### config.mk
export PLATFORM = sky130hd
export DESIGN_NAME = sram_bus_arbiter
export DESIGN_NICKNAME = d
export VERILOG_FILES = /design/src/rtl/mips_bus_pkg.sv /design/src/rtl/sram_bus_arbiter.sv
export SDC_FILE = /design/constraint.sdc
export NUM_CORES = 1
export LEC_CHECK = 0
export ABC_CLOCK_PERIOD_IN_PS = 2250
export CAP_MARGIN = 15
export CORE_AREA = 2 2 106 108
export CTS_BUF_LIST = sky130_fd_sc_hd__clkbuf_4
export DETAILED_ROUTE_END_ITERATION = 10
export DIE_AREA = 0 0 108 110
export DONT_BUFFER_PORTS = 1
export MAX_ROUTING_LAYER = met4
export PLACE_DENSITY = 0.58
export SYNTH_ARGS = -nofsm -noshare
export SYNTH_HDL_FRONTEND = slang
export SYNTH_SLANG_ARGS = --single-unit
### constraint.sdc
create_clock -name Clk -period 2.25 [get_ports Clk]
set_input_delay 0.1125 -clock Clk [delete_from_list [all_inputs] [get_ports Clk]]
set_output_delay 0.1125 -clock Clk [all_outputs]
set_load 0.01 [all_outputs]
### src/rtl/mips_bus_pkg.sv
// Shared types for the SRAM-like bus arbiter: arbiter state, transaction owner, access size codes.
package mips_bus_pkg;

  typedef enum logic [1:0] {ARB_IDLE, ARB_ADDR, ARB_DATA} arb_state_t;
  typedef enum logic {OWN_INST, OWN_DATA} owner_t;

  localparam logic [1:0] SIZE_B = 2'd0;
  localparam logic [1:0] SIZE_H = 2'd1;
  localparam logic [1:0] SIZE_W = 2'd2;

endpackage

### src/rtl/sram_bus_arbiter.sv
// Shares one SRAM-like master port between fetch and data sides, one transaction outstanding.
// Latency: grant -> *_data_ok min 2 cycles; requesters are held off (addr_ok low) while busy.
module sram_bus_arbiter
  import mips_bus_pkg::*;
(
  input  logic        Clk,
  input  logic        Clr_n,
  input  logic        inst_req,
  input  logic [31:0] inst_addr,
  input  logic        inst_discard,
  output logic        inst_addr_ok,
  output logic        inst_data_ok,
  output logic [31:0] inst_rdata,
  input  logic        data_req,
  input  logic        data_wr,
  input  logic [1:0]  data_size,
  input  logic [31:0] data_addr,
  input  logic [31:0] data_wdata,
  output logic        data_addr_ok,
  output logic        data_data_ok,
  output logic [31:0] data_rdata,
  output logic        m_req,
  output logic        m_wr,
  output logic [1:0]  m_size,
  output logic [31:0] m_addr,
  output logic [31:0] m_wdata,
  input  logic        m_addr_ok,
  input  logic        m_data_ok,
  input  logic [31:0] m_rdata
);

  arb_state_t state, state_nxt;
  owner_t     owner, last_owner;
  logic       discard, discard_nxt;
  logic       inst_win, data_win, done;

  // Round-robin: on a tie the side that did not own the last grant wins.
  assign inst_win = inst_req & (~data_req | (last_owner == OWN_DATA));
  assign data_win = data_req & (~inst_req | (last_owner == OWN_INST));
  assign done     = (state == ARB_DATA) & m_data_ok;

  always_comb begin
    state_nxt   = state;
    discard_nxt = discard;
    case (state)
      ARB_IDLE: begin
        if (inst_win | data_win) begin
          state_nxt   = ARB_ADDR;
          discard_nxt = inst_win & inst_discard;
        end
      end
      ARB_ADDR: begin
        if (m_addr_ok) state_nxt = ARB_DATA;
        if ((owner == OWN_INST) && inst_discard) discard_nxt = 1'b1;
      end
      ARB_DATA: begin
        if (m_data_ok) begin
          state_nxt   = ARB_IDLE;
          discard_nxt = 1'b0;
        end else if ((owner == OWN_INST) && inst_discard) begin
          discard_nxt = 1'b1;
        end
      end
      default: state_nxt = ARB_IDLE;
    endcase
  end

  always_ff @(posedge Clk or negedge Clr_n) begin
    if (!Clr_n) begin
      state      <= ARB_IDLE;
      discard    <= 1'b0;
      owner      <= OWN_INST;
      last_owner <= OWN_INST;
      m_wr       <= 1'b0;
      m_size     <= 2'd0;
      m_addr     <= 32'd0;
      m_wdata    <= 32'd0;
    end else begin
      state   <= state_nxt;
      discard <= discard_nxt;
      if ((state == ARB_IDLE) && (inst_win | data_win)) begin
        owner      <= data_win ? OWN_DATA : OWN_INST;
        last_owner <= data_win ? OWN_DATA : OWN_INST;
        m_wr       <= data_win ? data_wr : 1'b0;
        m_size     <= data_win ? data_size : SIZE_W;
        m_addr     <= data_win ? data_addr : inst_addr;
        m_wdata    <= data_win ? data_wdata : 32'd0;
      end
    end
  end

  // addr_ok is masked during reset so a held request is never acknowledged then.
  assign inst_addr_ok = Clr_n & (state == ARB_IDLE) & inst_win;
  assign data_addr_ok = Clr_n & (state == ARB_IDLE) & data_win;
  assign inst_data_ok = done & (owner == OWN_INST) & ~discard & ~inst_discard;
  assign data_data_ok = done & (owner == OWN_DATA);
  assign inst_rdata   = m_rdata;
  assign data_rdata   = m_rdata;
  assign m_req        = (state == ARB_ADDR);

endmodule
==> results of run 1 <==
-- cell families after synthesis --
family	count (synthesis)	share of synthesized area, %
buf+inv	86	17.5
compound gates	77	15.2
flops	71	50.0
simple gates	50	6.45
mux	33	9.34
fa+ha+maj	4	1.41
-- per-stage QoR --
| step | utilization (%) | setup WS, ps |
|---|---|---|
| 2_1_floorplan | - | 693 |
| 3_3_place_gp | 29.8 | 488 |
| 3_5_place_dp | 29.8 | 434 |
==> out/qor.tcl, run 1 <==
set qor(result_of_the_run) {stopped before the end}
set qor(outcome.stop_stage) {clock tree synthesis}
set qor(flow.first_error) {[ERROR RSZ-0060] Max buffer count reached.}
set qor(clkSinkCount) 71
set qor(initial_core_util_pct) 33.2
set qor(place_hpwl_mm) 5.23
set qor(place.port_buffers) 0
set qor(io_pins) 274
set qor(synth.cell_area_um2) 3550
set qor(placedCellCount) 383
set qor(synth.largest_area_cell) {sky130_fd_sc_hd__dfrtp_1}
set qor(syn_nets) 463
set qor(synth_cell_type_count) 28
set qor(synth.top_cells.by_count) {71 x sky130_fd_sc_hd__dfrtp_1, 64 x sky130_fd_sc_hd__buf_4, 34 x sky130_fd_sc_hd__a22o_1, 33 x sky130_fd_sc_hd__nand2_1, 33 x sky130_fd_sc_hd__o21ai_0}
set qor(rows) 38
set qor(gpl.final_weighted_congestion) 0.686
set qor(synth.ff_latch_count) 71
set qor(seq_area_frac_synth_pct) 50.0
set qor(post_cts_resized) 0
set qor(netlist.area_leader.share_pct) 50.0
set qor(yosysWarnings) 0
set qor(largest_buffer_count_on_any_clock_path) 2
set qor(floorplan.die.width_um) 108
set qor(yosys-top-cells-area) {sky130_fd_sc_hd__dfrtp_1 50%, sky130_fd_sc_hd__buf_4 14%, sky130_fd_sc_hd__mux2i_1 9.0%, sky130_fd_sc_hd__a22o_1 8.4%, sky130_fd_sc_hd__o21ai_0 4.7%}
set qor(synth_enable_flop_cells) 0
set qor(cts.htree.levels) 3
set qor(cts_root_buffer) {sky130_fd_sc_hd__clkbuf_4}
set qor(place_area_um2) 3190
set qor(cts_hold_buf) 101
set qor(ys_async_sr_fraction_pct) 100
set qor(post_cts_buffers) 0
set qor(die_h_um) 110
set qor(synth.most_common_cell) {sky130_fd_sc_hd__dfrtp_1}
set qor(cts_made_buffers) 9
set qor(synth_cells) 321
set qor(synth_flop_cell) {sky130_fd_sc_hd__dfrtp_1}
set qor(syn-mean-instance-area_um2) 11.1
==> run 2: changes to the inputs <==
--- a/config.mk
+++ b/config.mk
@@ -7,13 +7,11 @@
 export LEC_CHECK = 0
 export ABC_CLOCK_PERIOD_IN_PS = 2250
 export CAP_MARGIN = 15
-export CORE_AREA = 2 2 106 108
-export CTS_BUF_LIST = sky130_fd_sc_hd__clkbuf_4
+export CORE_AREA = 2 2 123 125
 export DETAILED_ROUTE_END_ITERATION = 10
-export DIE_AREA = 0 0 108 110
+export DIE_AREA = 0 0 125 127
 export DONT_BUFFER_PORTS = 1
-export MAX_ROUTING_LAYER = met4
-export PLACE_DENSITY = 0.58
+export PLACE_DENSITY_LB_ADDON = 0.15
 export SYNTH_ARGS = -nofsm -noshare
 export SYNTH_HDL_FRONTEND = slang
 export SYNTH_SLANG_ARGS = --single-unit
==> out/qor.tcl, run 2 <==
set qor(place_hpwl_mm) 5.86
set qor(routed_via_density) 4.42
set qor(critPathSlowestCell) {sky130_fd_sc_hd__dlygate4sd3_1}
set qor(dr_total_vias) 2360
set qor(synth_flop_cell) {sky130_fd_sc_hd__dfrtp_1}
set qor(rows) 44
set qor(slew_violations) 0
set qor(vdd.ir_drop.worst_mv) 0.454
set qor(cts_root_buffer) {sky130_fd_sc_hd__clkbuf_16}
set qor(final-instance-count-excl-fill) 534
set qor(yosysWarnings) 0
set qor(route.final.wire_length_mm) 9.45
set qor(routed_wire_length_per_instance_um) 17.7
set qor(arrival_ps) 2160
set qor(synth.largest_area_cell) {sky130_fd_sc_hd__dfrtp_1}
set qor(clkSinkCount) 71
set qor(synth_cells) 321
set qor(worst_hold_slack_ps) -0.139
set qor(gpl.final_weighted_congestion) 0.715
set qor(ys_async_sr_fraction_pct) 100
set qor(layout_common_cells) {91 x sky130_fd_sc_hd__dlygate4sd3_1, 71 x sky130_fd_sc_hd__dfrtp_1, 34 x sky130_fd_sc_hd__a22o_1, 33 x sky130_fd_sc_hd__nand2_1, 33 x sky130_fd_sc_hd__o21ai_0}
set qor(area_growth_syn_to_layout_pct) 25.6
set qor(synth_cell_type_count) 28
set qor(grt_pass1_vias) 2664
set qor(clkLatencyLatePin_ps) 340
set qor(cp-end-kind) {flip-flop}
set qor(syn_nets) 463
set qor(violations) {negative hold slack}
set qor(grt.overflow.total) 0
set qor(grt_max_degree) 72
set qor(cts.htree.levels) 3
set qor(result_of_the_run) {finished with violations}
set qor(cp_max_fo) 34
set qor(io_pins) 274
set qor(most_common_cell_after_layout_fill_and_taps_aside) {sky130_fd_sc_hd__dlygate4sd3_1}
set qor(postRouteAntennaNets) 0
set qor(worst_hold_path_type) {primary input to flip-flop}
set qor(unrepaired_setup_endpoints_after_global_routing) {no}
set qor(placeableCoreArea_um2) 14400
set qor(met1_usage_pct) 12.3
set qor(largest_registers) {m_addr x32, m_wdata x32}
set qor(antenna-diode-count) 0
set qor(critPathRequiredTime_ps) 2460
set qor(netlist.area_leader.share_pct) 50.0
set qor(timing.setup.critical_path_class) {flip-flop to flip-flop}
set qor(seq_area_frac_synth_pct) 50.0
set qor(placedCellCount) 426
set qor(timing.critical_path.from_type) {flip-flop}
set qor(relSlewSlack_pct) 40.5
set qor(grt_pass1_wl_mm) 14.5
set qor(met2_usage_pct) 20.5
set qor(grt.total_usage_pct) 12.0
set qor(post_cts_buffers) 0
set qor(drt_pass1_iterations) 4
set qor(p_leak_nw) 1.98
set qor(tightest_slew_ps) 890
set qor(syn-mean-instance-area_um2) 11.1
set qor(max_stage_delay_ps) 570
set qor(post-layout-total-power_mw) 5.65
set qor(max_freq_mhz) 513
set qor(power.density_nw_per_um2) 1270
set qor(antenna_found_initial) 0
set qor(final_hold_viol_count) 1
set qor(post_cts_resized) 0
set qor(cts.reportedPaths.clkPinSlew_ps) 60
set qor(die_h_um) 127
set qor(shortest_period_the_worst_path_allows_ps) 1950
set qor(synth.top_cells.by_count) {71 x sky130_fd_sc_hd__dfrtp_1, 64 x sky130_fd_sc_hd__buf_4, 34 x sky130_fd_sc_hd__a22o_1, 33 x sky130_fd_sc_hd__nand2_1, 33 x sky130_fd_sc_hd__o21ai_0}
set qor(synth.ff_latch_count) 71
set qor(finalCritPeriodShare_pct) 86.7
set qor(yosys-top-cells-area) {sky130_fd_sc_hd__dfrtp_1 50%, sky130_fd_sc_hd__buf_4 14%, sky130_fd_sc_hd__mux2i_1 9.0%, sky130_fd_sc_hd__a22o_1 8.4%, sky130_fd_sc_hd__o21ai_0 4.7%}
set qor(cts_made_buffers) 9
set qor(use_met3_pct) 5.23
set qor(cap_viol_max_count) 0
set qor(finalClockSkew_ps) 5.54
set qor(timing.final.setup_violations) 0
set qor(detailedRoute.firstIterationViolations) 81
set qor(synth_enable_flop_cells) 0
set qor(detail_route.drc_violations) 0
set qor(drive_gt1_share_pct) 6.86
set qor(place.port_buffers) 0
set qor(synth.cell_area_um2) 3550
set qor(synth.most_common_cell) {sky130_fd_sc_hd__dfrtp_1}
set qor(die-area_um2) 15900
set qor(finish.net_count) 487
set qor(floorplan.die.width_um) 125
set qor(timing.critical_path.cells) {a21boi_4 > buf_12 > mux2i_1 > dlygate4sd3_1 > o21ai_0}
set qor(largest_buffer_count_on_any_clock_path) 2
set qor(tritoncts) {done}
set qor(setup-tns-final_ps) 0
set qor(globalRoute.busiestLayer) {met2}
set qor(initial_core_util_pct) 24.6
-- run 2: repair_timing --
item	4_1_cts	5_1_grt
hold endpoints to repair	135	0
hold buffers	92	0
endpoints found under the setup margin	0	0
-- run 2: worst paths after layout --
kind	cells after the start	slack, ps	end	from
max	5	300	m_addr[15]	last_owner
min	2	-0.1	m_addr[25]	data_addr[25]
max reg2reg	5	300	m_addr[15]	last_owner
min reg2reg	1	520	discard	discard
max in group asynchronous	2	1610	m_addr[1]	Clr_n
min in group asynchronous	2	330	m_wdata[19]	Clr_n
-- run 2: stage by stage --
| stage | setup WS (ps) | util [%] | hold slack [ps] | cell area [um2] |
|---|---|---|---|---|
| after floorplan | 693 | - | -183 | 3550 |
| after global placement | 499 | 22.4 | -181 | 3240 |
| after detailed placement | 391 | 22.4 | -181 | 3240 |
| after CTS | 304 | 30.9 | 2.60 | 4460 |
| after global routing | 173 | 30.9 | 15.7 | 4460 |
| final | 299 | 30.9 | -0.139 | 4460 |
-- run 2: routing by layer --
metal  vias to the layer above  part of all wire [%]
met5                         -                     0
met1                      1105                    37
met2                       123                    50
met4                         0                   3.2
met3                        33                   9.2
li1                       1099                     -
-- run 2: logic make-up after synthesis --
kind of cell	count (synthesis)	share of synthesized area, %
buffers and inverters	86	17.5
AO/OA/AOI/OAI	77	15.2
flip-flops	71	50.0
AND/OR/NAND/NOR	50	6.45
multiplexers	33	9.34
adder cells (fa/ha/maj)	4	1.41
-- run 2: worst max-delay path, delay by kind of cell (launching register included) --
kind	cells	cell delay (ps)
DFF	1	470
buffers and inverters	2	830
AOI/OAI and AO/OA	2	270
muxes	1	220
-- run 2: area by class of cell --
| type | count | area [um2] |
|---|---|---|
| clock buffers | 9 | 225 |
| clock inverters | 7 | 60.1 |
| fillers | 1458 | 9960 |
| inverters | 4 | 15.0 |
| multi-input cells | 164 | 1170 |
| flip-flops and latches | 71 | 1780 |
| well taps | 184 | 230 |
| repair buffers | 95 | 986 |
-- run 2: where the power goes --
group	total, mW	switching, mW	internal, mW
Sequential	2.66	0.773	1.89
Clock	1.40	0.628	0.768
Combinational	1.59	0.791	0.797
Note: power is estimated with default switching activity, not from simulation.
==> run 3: changes to the inputs <==
--- a/config.mk
+++ b/config.mk
@@ -7,10 +7,12 @@
 export LEC_CHECK = 0
 export ABC_CLOCK_PERIOD_IN_PS = 2250
 export CAP_MARGIN = 15
-export CORE_AREA = 2 2 123 125
+export CORE_AREA = 2 2 137 112
+export CTS_CLUSTER_SIZE = 14
 export DETAILED_ROUTE_END_ITERATION = 10
-export DIE_AREA = 0 0 125 127
+export DIE_AREA = 0 0 139 114
 export DONT_BUFFER_PORTS = 1
+export GPL_TIMING_DRIVEN = 0
 export PLACE_DENSITY_LB_ADDON = 0.15
 export SYNTH_ARGS = -nofsm -noshare
 export SYNTH_HDL_FRONTEND = slang
==> out/qor.tcl, run 3 (same netlist as run 2, synthesis figures left out) <==
set qor(most_common_cell_after_layout_fill_and_taps_aside) {sky130_fd_sc_hd__dlygate4sd3_1}
set qor(place.port_buffers) 0
set qor(setup_slack_placement_ps) 296
set qor(largest_registers) {m_addr x32, m_wdata x32}
set qor(largest_buffer_count_on_any_clock_path) 2
set qor(placeableCoreArea_um2) 14600
set qor(detail_route.drc_violations) 0
set qor(grt_max_degree) 72
set qor(drive_gt1_share_pct) 21.7
set qor(grt_pass1_vias) 2672
set qor(grt.overflow.total) 0
set qor(critical_path.n_buffers_inverters) 3
set qor(timing.critical_path.cells) {a21boi_2 > buf_6 > buf_6 > mux2i_1 > dlygate4sd3_1 > o21ai_0}
set qor(max_freq_mhz) 501
set qor(antenna-diode-count) 0
set qor(finalCritPeriodShare_pct) 88.7
set qor(crit_path_frequent_cell) {sky130_fd_sc_hd__buf_6}
set qor(initial_core_util_pct) 24.3
set qor(route.final.wire_length_mm) 9.92
set qor(area_growth_syn_to_layout_pct) 40.1
set qor(post_cts_resized) 0
set qor(grt_pass1_wl_mm) 14.9
set qor(cts.htree.levels) 3
set qor(die_h_um) 114
set qor(place_hpwl_mm) 6.73
set qor(dr_wl_met3_um) 994
set qor(routed_via_density) 4.43
set qor(postRouteAntennaNets) 0
set qor(power.density_nw_per_um2) 1220
set qor(floorplan.die.width_um) 139
set qor(relSlewSlack_pct) 57.9
set qor(setup-tns-final_ps) 0
set qor(io_pins) 274
set qor(final_area_um2) 4970
set qor(timing.critical_path.from_type) {flip-flop}
set qor(critPathTopFamily) {buffers and inverters}
set qor(cts_made_buffers) 9
set qor(clkSinkCount) 71
set qor(detailedRoute.firstIterationViolations) 72
set qor(timing.setup.critical_path_class) {flip-flop to flip-flop}
set qor(tightest_slew_ps) 626
set qor(cp-end-kind) {flip-flop}
set qor(clkLatencyLatePin_ps) 330
set qor(cts.reportedPaths.clkPinSlew_ps) 60
set qor(antenna_found_initial) 0
set qor(vdd.ir_drop.worst_mv) 0.511
set qor(topRoutingLayerUsed) {met4}
set qor(num-fill-cells) 1449
set qor(tritoncts) {done}
set qor(cp_max_fo) 10
set qor(place_area_um2) 3790
set qor(r2r_slack_ps) 250
set qor(finalClockSkew_ps) 5.97
set qor(layout.area.seq_um2) 1780
set qor(dr_total_vias) 2697
set qor(cap_viol_max_count) 0
set qor(routed_wire_length_per_instance_um) 16.3
set qor(route.layer.met1.wl_mm) 4.03
set qor(timing.final.setup_violations) 0
set qor(met2_length_mm) 4.81
set qor(die-area_um2) 15800
set qor(slew_violations) 0
set qor(worst_hold_path_type) {primary input to flip-flop}
set qor(gpl.final_weighted_congestion) 0.712
set qor(result_of_the_run) {complete, no violations}
set qor(unrepaired_setup_endpoints_after_global_routing) {no}
set qor(drt_pass1_iterations) 4
set qor(layout_setup_ws_ps) 254
set qor(grt.total_usage_pct) 12.1
set qor(critPathRequiredTime_ps) 2440
set qor(cts_root_buffer) {sky130_fd_sc_hd__clkbuf_16}
set qor(layout_common_cells) {82 x sky130_fd_sc_hd__dlygate4sd3_1, 71 x sky130_fd_sc_hd__dfrtp_1, 64 x sky130_fd_sc_hd__buf_4, 34 x sky130_fd_sc_hd__a22o_1}
set qor(arrival_ps) 2190
set qor(cts_hold_buf) 83
set qor(critPathSlowestCell) {sky130_fd_sc_hd__dlygate4sd3_1}
set qor(shortest_period_the_worst_path_allows_ps) 2000
set qor(post_cts_buffers) 0
set qor(multi_input_area_um2) 1150
set qor(rows) 40
set qor(p_leak_nw) 2.30
set qor(final_hold_viol_count) 0
set qor(finish.net_count) 557
set qor(max_stage_delay_ps) 570
[run 3: area by class of cell]
class                   instances  share of cell area (%)
inverters                       4                   0.302
clock inverters                 5                    2.14
repair buffers                 83                    17.1
well taps                     189                    4.75
multi-input cells             164                    23.1
flip-flops and latches         71                    35.7
plain buffers                  82                    12.2
clock buffers                  11                    4.68
[run 3: per-layer routing]
| layer | track usage (%) | up-vias |
|---|---|---|
| met1 | 14.7 | 1295 |
| met5 | 0 | - |
| li1 | - | 1239 |
| met2 | 19.8 | 156 |
| met3 | 5.92 | 7 |
| met4 | 2.42 | 0 |
[run 3: per-stage QoR]
stage | std cells | hold slack [ps] | util [%] | power (mW)
6_report | 609 | 5.39 | 34.0 | 6.07
5_1_grt | 609 | 12.8 | 34.0 | 6.51
4_1_cts | 609 | 0.345 | 34.0 | 6.17
3_5_place_dp | 510 | -181 | 25.9 | 4.30
3_3_place_gp | 510 | -181 | 25.9 | 4.28
2_1_floorplan | 321 | -183 | - | 3.79
[run 3: path summary, 6_finish.rpt]
| kind | from | end | cells past startpoint |
|---|---|---|---|
| hold / removal | inst_addr[1] | m_addr[1] | 2 |
| setup / recovery | last_owner | m_addr[3] | 6 |
| min in group asynchronous | Clr_n | state[1] | 2 |
| setup reg to reg | last_owner | m_addr[3] | 6 |
| hold reg to reg | discard | discard | 1 |
| max in group asynchronous | Clr_n | m_addr[6] | 2 |
[run 3: power breakdown]
| part | switching [mW] | total, mW | internal [mW] |
|---|---|---|---|
| logic | 0.897 | 1.78 | 0.882 |
| registers | 0.764 | 2.66 | 1.89 |
| clock network | 0.546 | 1.63 | 1.09 |
| total | 2.21 | 6.07 | 3.86 |
